==> src/rtl/tx_slot_scheduler_pkg.sv <==
// Shared types and constants for the transmit slot scheduler.
// Channel count and index width are fixed here so the sub-module and the top agree.
package tx_sched_pkg;

  localparam int N_CH       = 3;
  localparam int CH_W       = 2;
  localparam int DATA_W_DEF = 128;

  typedef enum logic [1:0] {
    IDLE   = 2'd0,
    GRANT  = 2'd1,
    SWITCH = 2'd2
  } state_t;

endpackage

==> src/rtl/tx_slot_scheduler_rr_next.sv <==
// Round-robin search: first enabled channel at or after the start index, wrapping.
// any_en is low when no channel is enabled; next_idx then echoes start.
module rr_next
  import tx_sched_pkg::*;
(
  input  logic [N_CH-1:0] ch_enable,
  input  logic [CH_W-1:0] start,
  output logic [CH_W-1:0] next_idx,
  output logic            any_en
);

  int              sum;
  logic [CH_W-1:0] pos;

  always_comb begin
    next_idx = start;
    any_en   = 1'b0;
    sum      = 0;
    pos      = '0;
    for (int i = 0; i < N_CH; i++) begin
      sum = int'(start) + i;
      if (sum >= N_CH) sum = sum - N_CH;
      pos = CH_W'(sum);
      if (!any_en && ch_enable[pos]) begin
        any_en   = 1'b1;
        next_idx = pos;
      end
    end
  end

endmodule

==> src/rtl/tx_slot_scheduler.sv <==
// Time-slot round-robin arbiter sharing one AXI-Stream output among the channel streams.
// Each slot ends on beat count, idle timeout or owner disable, followed by a single bubble.
module tx_slot_scheduler
  import tx_sched_pkg::*;
#(
  parameter int DATA_W  = DATA_W_DEF,
  parameter int SLOT_W  = 16,
  parameter int IDLE_TO = 16
) (
  input  logic                   clock,
  input  logic                   reset,
  input  logic [N_CH-1:0]        ch_enable,
  input  logic [SLOT_W-1:0]      slot_len,
  input  logic [N_CH-1:0]        adc_tvalid,
  input  logic [N_CH*DATA_W-1:0] adc_tdata,
  output logic [N_CH-1:0]        adc_tready,
  output logic                   out_tvalid,
  output logic [DATA_W-1:0]      out_tdata,
  output logic [CH_W-1:0]        out_chan,
  input  logic                   out_tready,
  output logic [N_CH-1:0]        grant,
  output logic                   slot_done
);

  localparam int              IDLE_W    = $clog2(IDLE_TO);
  localparam logic [IDLE_W-1:0] IDLE_LAST = IDLE_W'(IDLE_TO - 1);

  state_t              state, state_nxt;
  logic [CH_W-1:0]     owner, owner_nxt, rr_ptr, rr_ptr_nxt;
  logic [CH_W-1:0]     owner_inc, search_start, found_idx;
  logic                found_any;
  logic [SLOT_W-1:0]   beat_cnt, beat_cnt_nxt, beat_last;
  logic [IDLE_W-1:0]   idle_cnt, idle_cnt_nxt;
  logic                ready_ok, accept;
  logic [DATA_W-1:0]   ch_data [N_CH];

  always_comb begin
    for (int i = 0; i < N_CH; i++) ch_data[i] = adc_tdata[i*DATA_W +: DATA_W];
  end

  assign owner_inc    = (owner == CH_W'(N_CH - 1)) ? '0 : owner + CH_W'(1);
  assign search_start = (state == SWITCH) ? owner_inc : rr_ptr;
  assign beat_last    = (slot_len == '0) ? '0 : slot_len - SLOT_W'(1);
  // Output stage can take a beat when empty or draining this cycle.
  assign ready_ok     = !out_tvalid || out_tready;

  rr_next u_rr_next (
    .ch_enable (ch_enable),
    .start     (search_start),
    .next_idx  (found_idx),
    .any_en    (found_any)
  );

  always_ff @(posedge clock or posedge reset) begin
    if (reset) begin
      state    <= IDLE;
      owner    <= '0;
      rr_ptr   <= '0;
      beat_cnt <= '0;
      idle_cnt <= '0;
    end else begin
      state    <= state_nxt;
      owner    <= owner_nxt;
      rr_ptr   <= rr_ptr_nxt;
      beat_cnt <= beat_cnt_nxt;
      idle_cnt <= idle_cnt_nxt;
    end
  end

  always_comb begin
    state_nxt    = state;
    owner_nxt    = owner;
    rr_ptr_nxt   = rr_ptr;
    beat_cnt_nxt = beat_cnt;
    idle_cnt_nxt = idle_cnt;
    adc_tready   = '0;
    grant        = '0;
    slot_done    = 1'b0;
    accept       = 1'b0;
    case (state)
      IDLE: begin
        if (found_any) begin
          state_nxt = GRANT;
          owner_nxt = found_idx;
        end
      end
      GRANT: begin
        grant[owner] = 1'b1;
        if (!ch_enable[owner]) begin
          slot_done = 1'b1;
          state_nxt = SWITCH;
        end else begin
          adc_tready[owner] = ready_ok;
          accept            = adc_tvalid[owner] && ready_ok;
          if (accept) begin
            beat_cnt_nxt = beat_cnt + SLOT_W'(1);
            idle_cnt_nxt = '0;
            // >= so a shortened slot_len still ends the slot on the next beat
            if (beat_cnt >= beat_last) begin
              slot_done = 1'b1;
              state_nxt = SWITCH;
            end
          end else if (!adc_tvalid[owner]) begin
            if (idle_cnt == IDLE_LAST) begin
              slot_done = 1'b1;
              state_nxt = SWITCH;
            end else begin
              idle_cnt_nxt = idle_cnt + IDLE_W'(1);
            end
          end
        end
      end
      SWITCH: begin
        rr_ptr_nxt   = owner_inc;
        beat_cnt_nxt = '0;
        idle_cnt_nxt = '0;
        if (found_any) begin
          state_nxt = GRANT;
          owner_nxt = found_idx;
        end else begin
          state_nxt = IDLE;
        end
      end
      default: state_nxt = IDLE;
    endcase
  end

  always_ff @(posedge clock or posedge reset) begin
    if (reset) begin
      out_tvalid <= 1'b0;
      out_tdata  <= '0;
      out_chan   <= '0;
    end else if (accept) begin
      out_tvalid <= 1'b1;
      out_tdata  <= ch_data[owner];
      out_chan   <= owner;
    end else if (out_tready) begin
      out_tvalid <= 1'b0;
    end
  end

endmodule

==> config.mk <==
export PLATFORM = sky130hd
export DESIGN_NAME = tx_slot_scheduler
export DESIGN_NICKNAME = d
export VERILOG_FILES = /design/src/rtl/tx_slot_scheduler_pkg.sv /design/src/rtl/tx_slot_scheduler_rr_next.sv /design/src/rtl/tx_slot_scheduler.sv
export SDC_FILE = /design/constraint.sdc
export NUM_CORES = 1
export LEC_CHECK = 0
export CORE_AREA = 3 3 213 215
export DETAILED_ROUTE_END_ITERATION = 10
export DIE_AREA = 0 0 216 218
export PLACE_DENSITY = 0.62
export SLEW_MARGIN = 5
export SYNTH_ARGS = -nofsm -noshare
export SYNTH_HDL_FRONTEND = slang
export SYNTH_SLANG_ARGS = --single-unit
==> constraint.sdc <==
create_clock -name clock -period 5.8 [get_ports clock]
set_input_delay 1.16 -clock clock [delete_from_list [all_inputs] [get_ports clock]]
set_output_delay 1.16 -clock clock [all_outputs]
set_load 0.02 [all_outputs]
==> results.txt <==
- The flow ran to the end, and the final reports show no timing, DRC or antenna violations.
- The most used flip-flop cell after synthesis is dfrtp_1.
* Hold depth: 2
* Number of endpoints with negative hold slack in the final report: 0
- The via count of the first global-routing pass was 10400.
* Data required time of the critical path: 4.64 ns
- For this configuration, the core starts out at a cell density of 22.1%.
- Wires add up to slightly below 40000 um.
- Count of endpoints failing setup in the final report: 0
- Setup crit end kind: output port
- TritonCTS built the clock tree.
- The floorplan step defined a die boundary enclosing approximately 47000 um^2.
- Power spread over the standard cell area amounts to 431 nW/um^2.
- Setup Crit Path Kind: input port to output port
- In this run, CTS created clock tree buffers numbering 17.
- Clk Latency, worst-skew pair: 0.43 ns
- First-pass GRT wire length: 59700 um
- Each instance of the synthesized netlist takes up on average 8.20 um^2.
* Sequential element share of the synthesized area: 40.4%
- For this design, the sink count on the clock tree is 157.
- Share of cells above drive strength 1: 5.72%
* Most frequent cells in the layout: 538 x clkdlybuf4s50_1, 178 x nand2_1, 155 x dfrtp_1
- In this run the most critical hold path is launched from out_tdata[22]$_DFFE_PP0P_.
* Worst setup slack for register-to-register paths: 2.13 ns
- Hold Crit Class: register to register
* Setup slack after layout: 0.148 ns
- Synth top area cells: dfrtp_1 40%, mux2i_1 14%, a21oi_1 8.0%, nand2_1 7.0%, nor2_1 5.7%
- The final layout contains 2137 nets.
- The placed instances occupy a cell area of 15900 um^2.
* Pin slew with the least headroom to its limit: 1.01 ns
- Worst relative slew slack: 32.5%
- Post-synth cell types: 60
- Die height: 218 um
- Endpoint of the most critical register-to-register path: state[0]$_DFFE_PP0P_
* Signal arrival time at the worst endpoint: 4.49 ns
- Measured on the finished design, the core utilization comes to 37.8%.
- The worst-case IR drop observed on VDD is 240 uV.
- Number of flops mapped to enable cells by yosys: 0
- Final Critical Period: 5.65 ns
* Leading area contributor after synthesis: dfrtp_1
- Pin placement for this block handled 547 I/O pins.
- Global routing used 16.2% of the available tracks.
* Final instance area: between 15000 and 20000 um^2
- Yosys reg bits: 157
* Die extent in x: 216 um
* Achievable Freq: 177 MHz
- STA classifies the critical path startpoint as an input port.
- Avg WL per Cell: 17.2 um
* Worst reg2reg startpoint: state[0]$_DFFE_PP0P_
- Net count after synthesis: around 1600
* Max-slew violation total from the final report: 0
- Most frequent standard cell in the layout excluding fill and tap cells: clkdlybuf4s50_1
- Measured in cells, the most critical reg-to-reg path has a length of 11.
- After synthesis, the share of flip-flops with an asynchronous set or reset is 100%.
- Worst Path Max Fanout: 6
* Remaining DRCs: 0
* Total number of vias: about 10000
- The initial antenna violation count is 2.
- Register area: 3940 um^2
- Summing internal, switching and leakage power gives 0.00717 W.
- Library cell used as clock root buffer: clkbuf_16
* Count of standard-cell rows: 77
- H-Tree Depth: 4
* Ratio of final minimum period to clock period: 97.4%
- The count of nets left with antenna violations once routing finished came out at 0.
- After detailed routing, the number of vias per cell comes to 4.50.
* Cell Area, Synth: 9730 um^2
- Post-DP HPWL: 31600 um
- Timing analysis after detailed placement gives a worst setup slack of -0.649 ns.
- Number of standard cells after synthesis: roughly 1200
- The area growth from synthesis to layout is 70.8%.
* Sum of overflow across all layers after global routing: 0
- In the final layout, the multi-input gates occupy 5470 um^2.
- During synthesis, Yosys emitted a total of 0 warnings.
- In this run, post-CTS hold repair placed 0 buffers.
* Worst hold slack across all endpoints: 0.477 ns
* # Max-Cap Violations: 0
* Clock transition time at the flip-flop clock pins of the worst setup and hold paths: 0.06 ns
- During placement, the flow inserted port buffers numbering 546.
* Endpoint of the worst hold-timing path: out_tdata[22]$_DFFE_PP0P_
- Count of filler cells inserted in the layout: 4518
- RD Place Congestion: 0.866
* Floorplan Core Area: 43900 um^2
* Number of detailed-routing iterations run before antenna repair: 5
* Area fraction of the dominant cell type after synthesis: approximately 40%
- Clock skew on the completed layout was measured at 0.0104 ns.
* Maximum clock path buffer count: 2
- Number of violations reported at the end of detailed-routing iteration 0: 495
* Pin count of the biggest net entering global routing: 101
* Leakage dissipation: a little under 7 nW
-- routing by layer --
| layer | share of wire, % | track usage [%] | up-vias |
|---|---|---|---|
| met5 | 0.030 | 0 | - |
| met3 | 6.6 | 4.21 | 33 |
| met1 | 40 | 18.9 | 4819 |
| met4 | 2.1 | 5.49 | 2 |
| met2 | 51 | 28.9 | 364 |
| li1 | - | - | 5156 |
-- Yosys cell counts (5+ instances only) --
library cell  instances
nand2_1             181
inv_1                19
a31oi_1               5
nor2_1              148
nand2b_1              8
nor2b_1               6
nand3_1               6
mux2i_1             134
ha_1                 26
xor2_1                7
a21oi_1             156
clkbuf_1             48
nor3_1               22
dfrtp_1             157
o21ai_1              75
o21ai_0              81
and3_1                5
buf_2                32
-- what timing repair did --
action                     4_1_cts  5_1_grt
setup buffers                    2        1
gates resized for setup         25        9
cloned                           0        0
pin swaps                       16        7
setup endpoints to repair        1        1
-- report_power, final --
part           internal, W  switching (W)  leakage (nW)
clock network     0.000716       0.000485         0.300
registers          0.00153       0.000323          2.00
logic              0.00178        0.00233          4.53
total              0.00402        0.00314          6.83
-- registers in the layout, summed over array words and instances (netlist names) --
name / flops
out_tdata: 128
beat_cnt: 16
idle_cnt: 4
out_chan: 2
owner: 2
rr_ptr: 2
state: 2
out_tvalid: 1
-- logic make-up after synthesis --
logic type	after synthesis	synth area share, %
AO/OA/AOI/OAI	346	19.0
XOR/XNOR	10	0.900
adder cells (fa/ha/maj)	27	3.45
buffers and inverters	105	4.63
flip-flops	157	40.4
multiplexers	137	14.1
AND/OR/NAND/NOR	404	17.5
-- worst max-delay path: stages --
cell           delay (ns)
dlygate4sd2_1        0.24
or4_4                0.54
or3_4                0.36
nor3b_4              0.25
nand2_2              0.13
buf_6                0.15
nand2_1              0.06
ha_1                 0.24
a41o_1               0.25
a21oi_2              0.11
o2bb2ai_1            0.08
or4_4                0.55
a21oi_2              0.16
nor2_1               0.05
buf_4                0.16
-- how the worst max path moves through the flow --
stage | startpoint | endpoint | slack (ns) | cells after the start
after floorplan | reset | beat_cnt[0]$_DFFE_PP0P_ | 0.41 | 1
after global placement | slot_len[11] | slot_done | -0.62 | 15
after detailed placement | slot_len[11] | slot_done | -0.65 | 15
after CTS | slot_len[8] | slot_done | 0.03 | 14
after global routing | slot_len[5] | slot_done | -0.0009 | 15
final | slot_len[8] | slot_done | 0.15 | 15
-- cell type report --
| type | count | area share [%] |
|---|---|---|
| multi-input cells | 924 | 32.9 |
| well taps | 592 | 4.46 |
| flip-flops and latches | 157 | 23.7 |
| repair buffers | 583 | 34.7 |
| inverters | 19 | 0.459 |
| diodes | 1 | 0.0151 |
| clock buffers | 20 | 2.81 |
| clock inverters | 11 | 0.949 |
-- per-stage QoR --
stage | instances | setup TNS (ns)
finish | 2307 | 0
global route | 2307 | -0.000857
CTS | 2304 | 0
detailed placement | 2272 | -0.649
global placement | 2272 | -0.622
floorplan | 1186 | 0
Note: power is estimated with default switching activity, not from simulation.
